## config.mk

```make
export PLATFORM = sky130hd
export DESIGN_NAME = lcd_bus_arbiter
export DESIGN_NICKNAME = d
export VERILOG_FILES = /design/src/rtl/lcd_bus_arbiter.sv
export SDC_FILE = /design/constraint.sdc
export NUM_CORES = 1
export LEC_CHECK = 0
export BUFFER_PORTS_ARGS = -buffer_cell sky130_fd_sc_hd__buf_2
export CAP_MARGIN = 25
export CORE_UTILIZATION = 55
export CTS_BUF_LIST = sky130_fd_sc_hd__clkbuf_8 sky130_fd_sc_hd__clkbuf_16
export DETAILED_ROUTE_END_ITERATION = 10
export PLACE_DENSITY = 0.82
export SLEW_MARGIN = 0
export SYNTH_ARGS = -nofsm -noshare
export SYNTH_HDL_FRONTEND = slang
export SYNTH_SLANG_ARGS = --single-unit
```

## constraint.sdc

```tcl
create_clock -name clk -period 4.55 [get_ports clk]
set_clock_uncertainty 0.15 [all_clocks]
set_input_delay 0.91 -clock clk [delete_from_list [all_inputs] [get_ports clk]]
set_output_delay 0.91 -clock clk [all_outputs]
set_load 0.005 [all_outputs]
```

## src/rtl/lcd_bus_arbiter.sv

```systemverilog
// Two-requester round-robin arbiter driving a 4-bit HD44780 bus, one byte as two enable-strobed nibbles.
// Build option: define LCD_ARB_FIXED_PRIORITY_EN to make requester 0 always win a tie.
module lcd_bus_arbiter #(
  parameter int SHORT_WAIT = 0,
  parameter int LONG_WAIT  = 2,
  parameter int WAIT_W     = 8
) (
  input  logic       clk,
  input  logic       reset,
  input  logic       req0_valid,
  input  logic       req0_rs,
  input  logic [7:0] req0_data,
  output logic       req0_ready,
  input  logic       req1_valid,
  input  logic       req1_rs,
  input  logic [7:0] req1_data,
  output logic       req1_ready,
  output logic       lcd_en,
  output logic       lcd_rs,
  output logic [3:0] lcd_data,
  output logic       busy,
  output logic       grant_id
);

  typedef enum logic [2:0] {
    ST_IDLE,
    ST_HI_ON,
    ST_HI_OFF,
    ST_LO_ON,
    ST_LO_OFF,
    ST_WAIT
  } state_t;

  localparam logic [WAIT_W-1:0] SHORT_W = WAIT_W'(SHORT_WAIT);
  localparam logic [WAIT_W-1:0] LONG_W  = WAIT_W'(LONG_WAIT);

  state_t            state_q, state_d;
  logic              rs_q, rs_d;
  logic [7:0]        data_q, data_d;
  logic [WAIT_W-1:0] wait_q, wait_d;
  logic              grant_q, grant_d;
  logic              lcd_en_q, lcd_en_d;
  logic              lcd_rs_q, lcd_rs_d;
  logic [3:0]        lcd_data_q, lcd_data_d;
`ifndef LCD_ARB_FIXED_PRIORITY_EN
  logic              last_q, last_d;
`endif

  logic              win1;
  logic              accept;
  logic              win_rs;
  logic [7:0]        win_data;
  logic              long_cmd;
  logic [WAIT_W-1:0] load_val;

`ifdef LCD_ARB_FIXED_PRIORITY_EN
  assign win1 = req1_valid & ~req0_valid;
`else
  // On a tie the requester that did not win last time goes next.
  assign win1 = req1_valid & (~req0_valid | ~last_q);
`endif

  assign accept     = ~reset & (state_q == ST_IDLE) & (req0_valid | req1_valid);
  assign req0_ready = accept & ~win1;
  assign req1_ready = accept & win1;
  assign win_rs     = win1 ? req1_rs : req0_rs;
  assign win_data   = win1 ? req1_data : req0_data;

  // Clear display (0x01) and return home (0x02/0x03) need the long settle time.
  assign long_cmd = ~rs_q & (data_q[7:2] == 6'd0) & (data_q[1:0] != 2'd0);
  assign load_val = long_cmd ? LONG_W : SHORT_W;

  always_comb begin
    state_d    = state_q;
    rs_d       = rs_q;
    data_d     = data_q;
    wait_d     = wait_q;
    grant_d    = grant_q;
    lcd_en_d   = 1'b0;
    lcd_rs_d   = lcd_rs_q;
    lcd_data_d = lcd_data_q;
`ifndef LCD_ARB_FIXED_PRIORITY_EN
    last_d     = last_q;
`endif
    case (state_q)
      ST_IDLE: begin
        if (accept) begin
          rs_d       = win_rs;
          data_d     = win_data;
          grant_d    = win1;
`ifndef LCD_ARB_FIXED_PRIORITY_EN
          last_d     = win1;
`endif
          lcd_en_d   = 1'b1;
          lcd_rs_d   = win_rs;
          lcd_data_d = win_data[7:4];
          state_d    = ST_HI_ON;
        end
      end
      ST_HI_ON: begin
        state_d = ST_HI_OFF;
      end
      ST_HI_OFF: begin
        lcd_en_d   = 1'b1;
        lcd_data_d = data_q[3:0];
        state_d    = ST_LO_ON;
      end
      ST_LO_ON: begin
        state_d = ST_LO_OFF;
      end
      ST_LO_OFF: begin
        wait_d  = load_val;
        state_d = (load_val == '0) ? ST_IDLE : ST_WAIT;
      end
      ST_WAIT: begin
        wait_d = wait_q - WAIT_W'(1);
        if (wait_q <= WAIT_W'(1)) begin
          state_d = ST_IDLE;
        end
      end
      default: begin
        state_d = ST_IDLE;
      end
    endcase
  end

  always_ff @(posedge clk) begin
    if (reset) begin
      state_q    <= ST_IDLE;
      wait_q     <= '0;
      grant_q    <= 1'b0;
      lcd_en_q   <= 1'b0;
      lcd_rs_q   <= 1'b0;
      lcd_data_q <= 4'd0;
`ifndef LCD_ARB_FIXED_PRIORITY_EN
      last_q     <= 1'b1;
`endif
    end else begin
      state_q    <= state_d;
      wait_q     <= wait_d;
      grant_q    <= grant_d;
      lcd_en_q   <= lcd_en_d;
      lcd_rs_q   <= lcd_rs_d;
      lcd_data_q <= lcd_data_d;
`ifndef LCD_ARB_FIXED_PRIORITY_EN
      last_q     <= last_d;
`endif
    end
  end

  // Byte holding registers need no reset; they are always loaded before use.
  always_ff @(posedge clk) begin
    rs_q   <= rs_d;
    data_q <= data_d;
  end

  assign lcd_en   = lcd_en_q;
  assign lcd_rs   = lcd_rs_q;
  assign lcd_data = lcd_data_q;
  assign busy     = (state_q != ST_IDLE);
  assign grant_id = grant_q;

endmodule
```

==> results.sh <==
export IMPL_run_status="completed"
export IMPL_vias=1055
export IMPL_fillerInstances=188
export IMPL_slew_viol_final=0
export IMPL_synthArstFlopShare_pct=0
export IMPL_final_common_cell="buf_2"
export IMPL_fin_area_um2=1540
export IMPL_yosys_top_cells_area="dfxtp_1 28%, edfxtp_1 20%, mux2_2 11%"
export IMPL_cts_buffers_inserted=3
export IMPL_finalHoldViolations=0
export IMPL_globalRouteOverflowTotal=0
export IMPL_cts_root_buf="clkbuf_8"
export IMPL_grt_pass1_vias=1066
export IMPL_grt_usage_pct=23.4
export IMPL_worst_path_buf_inv=4
export IMPL_cpMostUsedCell="buf_2"
export IMPL_cp_arrival_ns=1.94
export IMPL_initialDrtViolationCount=27
export IMPL_drive_gt1_share_pct=34.0
export IMPL_ys_types=38
export IMPL_fin_crit_ns=3.00
export IMPL_place_congestion=0.732
export IMPL_fmax_mhz=333
export IMPL_synthCells=133
export IMPL_synth_main_ff_cell="dfxtp_1"
export IMPL_yosysTopAreaCellShare_pct=28.2
export IMPL_io_pins=32
export IMPL_wire_per_inst_um=14.3
export IMPL_cts_sinks=28
export IMPL_crit_required_ns=3.49
export IMPL_p_leak_uw=0.000604
export IMPL_post_cts_resized=0
export IMPL_worst_pin_slew_ns=0.464
export IMPL_area_growth_pct=14.4
export IMPL_antenna_cells=0
export IMPL_drt_pass1_iterations=4
export IMPL_antenna_left=0
export IMPL_hold_path_class="flip-flop to flip-flop"
export IMPL_maxSlewHeadroom_pct=68.7
export IMPL_syn_num_nets=157
export IMPL_layout_worst_path_cycle_share_pct=65.9
export IMPL_placed_cell_area_um2=1500
export IMPL_drt_wl_total_um=2720
export IMPL_finalSetupTns_ns=0
export IMPL_start_util_pct=59.8
export IMPL_coreArea_um2=2250
export IMPL_fp_dieArea_um2=2650
export IMPL_grt_pass1_wl_um=4570
export IMPL_ys_seq_area_share_pct=48.3
export IMPL_timing_max_cap_violations=0
export IMPL_yosys_warnings=0
export IMPL_cp_end_kind="primary output"
export IMPL_crit_chain="buf_2 > o21ba_2 > nand2b_4 > clkinv_4 > nand2_2 > inv_2 > buf_2"
export IMPL_rsz0062_at_grt="no"
export IMPL_antenna_found_initial=0
export IMPL_vias_per_cell=5.55
export IMPL_synth_top_area_cell="dfxtp_1"
export IMPL_ir_drop_v=0.000284
export IMPL_syn_mean_instance_area_um2=10.1
export IMPL_grt_start_max_net_pins=20
export IMPL_cts_setup_buffers=0
export IMPL_holdBufCountCts=0
export IMPL_cp_max_fo=19
export IMPL_clock_latency_ns=0.27
export IMPL_layout_common_cells="31 x buf_2, 19 x dfxtp_1, 15 x nand2_1, 14 x nor2_1, 13 x mux2_2"
export IMPL_power_per_cell_area_nw_per_um2=404
export IMPL_synth_area_um2=1350
export IMPL_route_detailed_drc=0
export IMPL_synth_seq_cells=28
export IMPL_chipWidth_um=51.5
export IMPL_cts_tree="yes"
export IMPL_synth_edf_count=9
export IMPL_htreeDepth=1
export IMPL_num_rows=17
export IMPL_dieHeight_um=51.5
export IMPL_path_delay_family="buffers and inverters"
export IMPL_port_buffers=31
export IMPL_final_nets=187
export IMPL_setup_viol=0
export IMPL_worst_setup_path_start_kind="input pin"
export IMPL_slowest_delay_ns=0.30
export IMPL_place_detailed_hpwl_um=2040
export IMPL_clkTransAtPathRegs_ns=0.09
export IMPL_clockBufferDepth=2
export IMPL_crit_slowest_cell="buf_2"
export IMPL_crit_type="input pin to primary output"
-- registers in the layout, summed over array words and instances (netlist names) --
register and cells:
lcd_en 1, lcd_data 4, data_q 8, state_q 3, lcd_rs 1, wait_q 8, last_q 1, rs_q 1
grant_id 1
-- worst min-delay path, cell delays in order (launching register included) --
cell	delay [ns]
dfxtp_1	0.32
nand3b_1	0.08
nand2_1	0.05
-- final timing paths --
check,startpoint,endpoint,slack [ns],cells past startpoint
worst max-delay path,reset,req1_ready,1.55,7
worst min-delay path,lcd_rs$_SDFFE_PP0P_,lcd_rs$_SDFFE_PP0P_,0.34,2
worst max register to register,state_q[0]$_SDFFE_PP0P_,last_q$_SDFFE_PP1P_,2.81,6
worst min register to register,lcd_rs$_SDFFE_PP0P_,lcd_rs$_SDFFE_PP0P_,0.34,2
-- metrics by stage --
step	util [%]	std cells	total power [uW]	worst slack (ns)	hold WS, ns
final	68.4	190	623	1.55	0.341
after floorplan	-	133	449	1.88	0.286
after CTS	68.4	190	624	1.55	0.341
after global routing	68.4	190	660	1.48	0.362
after detailed placement	66.4	186	493	1.54	0.316
after global placement	66.4	186	482	1.59	0.295
-- cell families (layout without fill, tap and decap cells) --
logic type	count (synthesis)	in the layout	share of synthesized area, %
AOI/OAI and AO/OA	23	23	11.1
xor gates and xnor gates	1	1	0.650
adders and majority gates	2	2	1.86
buffers and inverters	11	40	5.11
DFF	28	28	48.3
muxes	15	15	12.4
and+or+nand+nor	53	53	20.6
-- Yosys cell counts, types with 2 or more instances --
library cell and n:
nor2_1 14, nand3_1 2, clkbuf_1 2, nand3b_1 3, edfxtp_1 9, nor4_1 3, nor3_1 6, a21oi_1 10
nand2_1 15, ha_1 2, a22oi_1 4, o21ai_0 2, mux2_2 13, buf_4 4, inv_1 2, o31a_1 2
dfxtp_1 19
-- area by class of cell --
cell class | instances | area (um^2) | share of cell area, %
Timing Repair Buffer | 32 | 163 | 10.6
Inverter | 4 | 20.0 | 1.30
Sequential cell | 28 | 651 | 42.2
Multi-Input combinational cell | 94 | 628 | 40.7
Tap cell | 28 | 35.0 | 2.27
Clock buffer | 3 | 41.3 | 2.68
Clock inverter | 1 | 3.75 | 0.244
-- layer usage --
metal  vias up  track usage [%]  part of all wire, %
met2        27             42.2                   51
li1        527                -                    -
met5         -                0                    0
met4         0             9.46                  1.3
met1       495             26.5                   44
met3         6             4.97                  3.2
-- power by group --
group | internal [uW] | switching [uW] | leakage (uW)
clock network | 60.6 | 74.6 | 0.0000231
logic | 80.0 | 78.4 | 0.000341
registers | 296 | 33.2 | 0.000239
total | 437 | 186 | 0.000604
No activity file was read; power rests on OpenSTA's default activity.
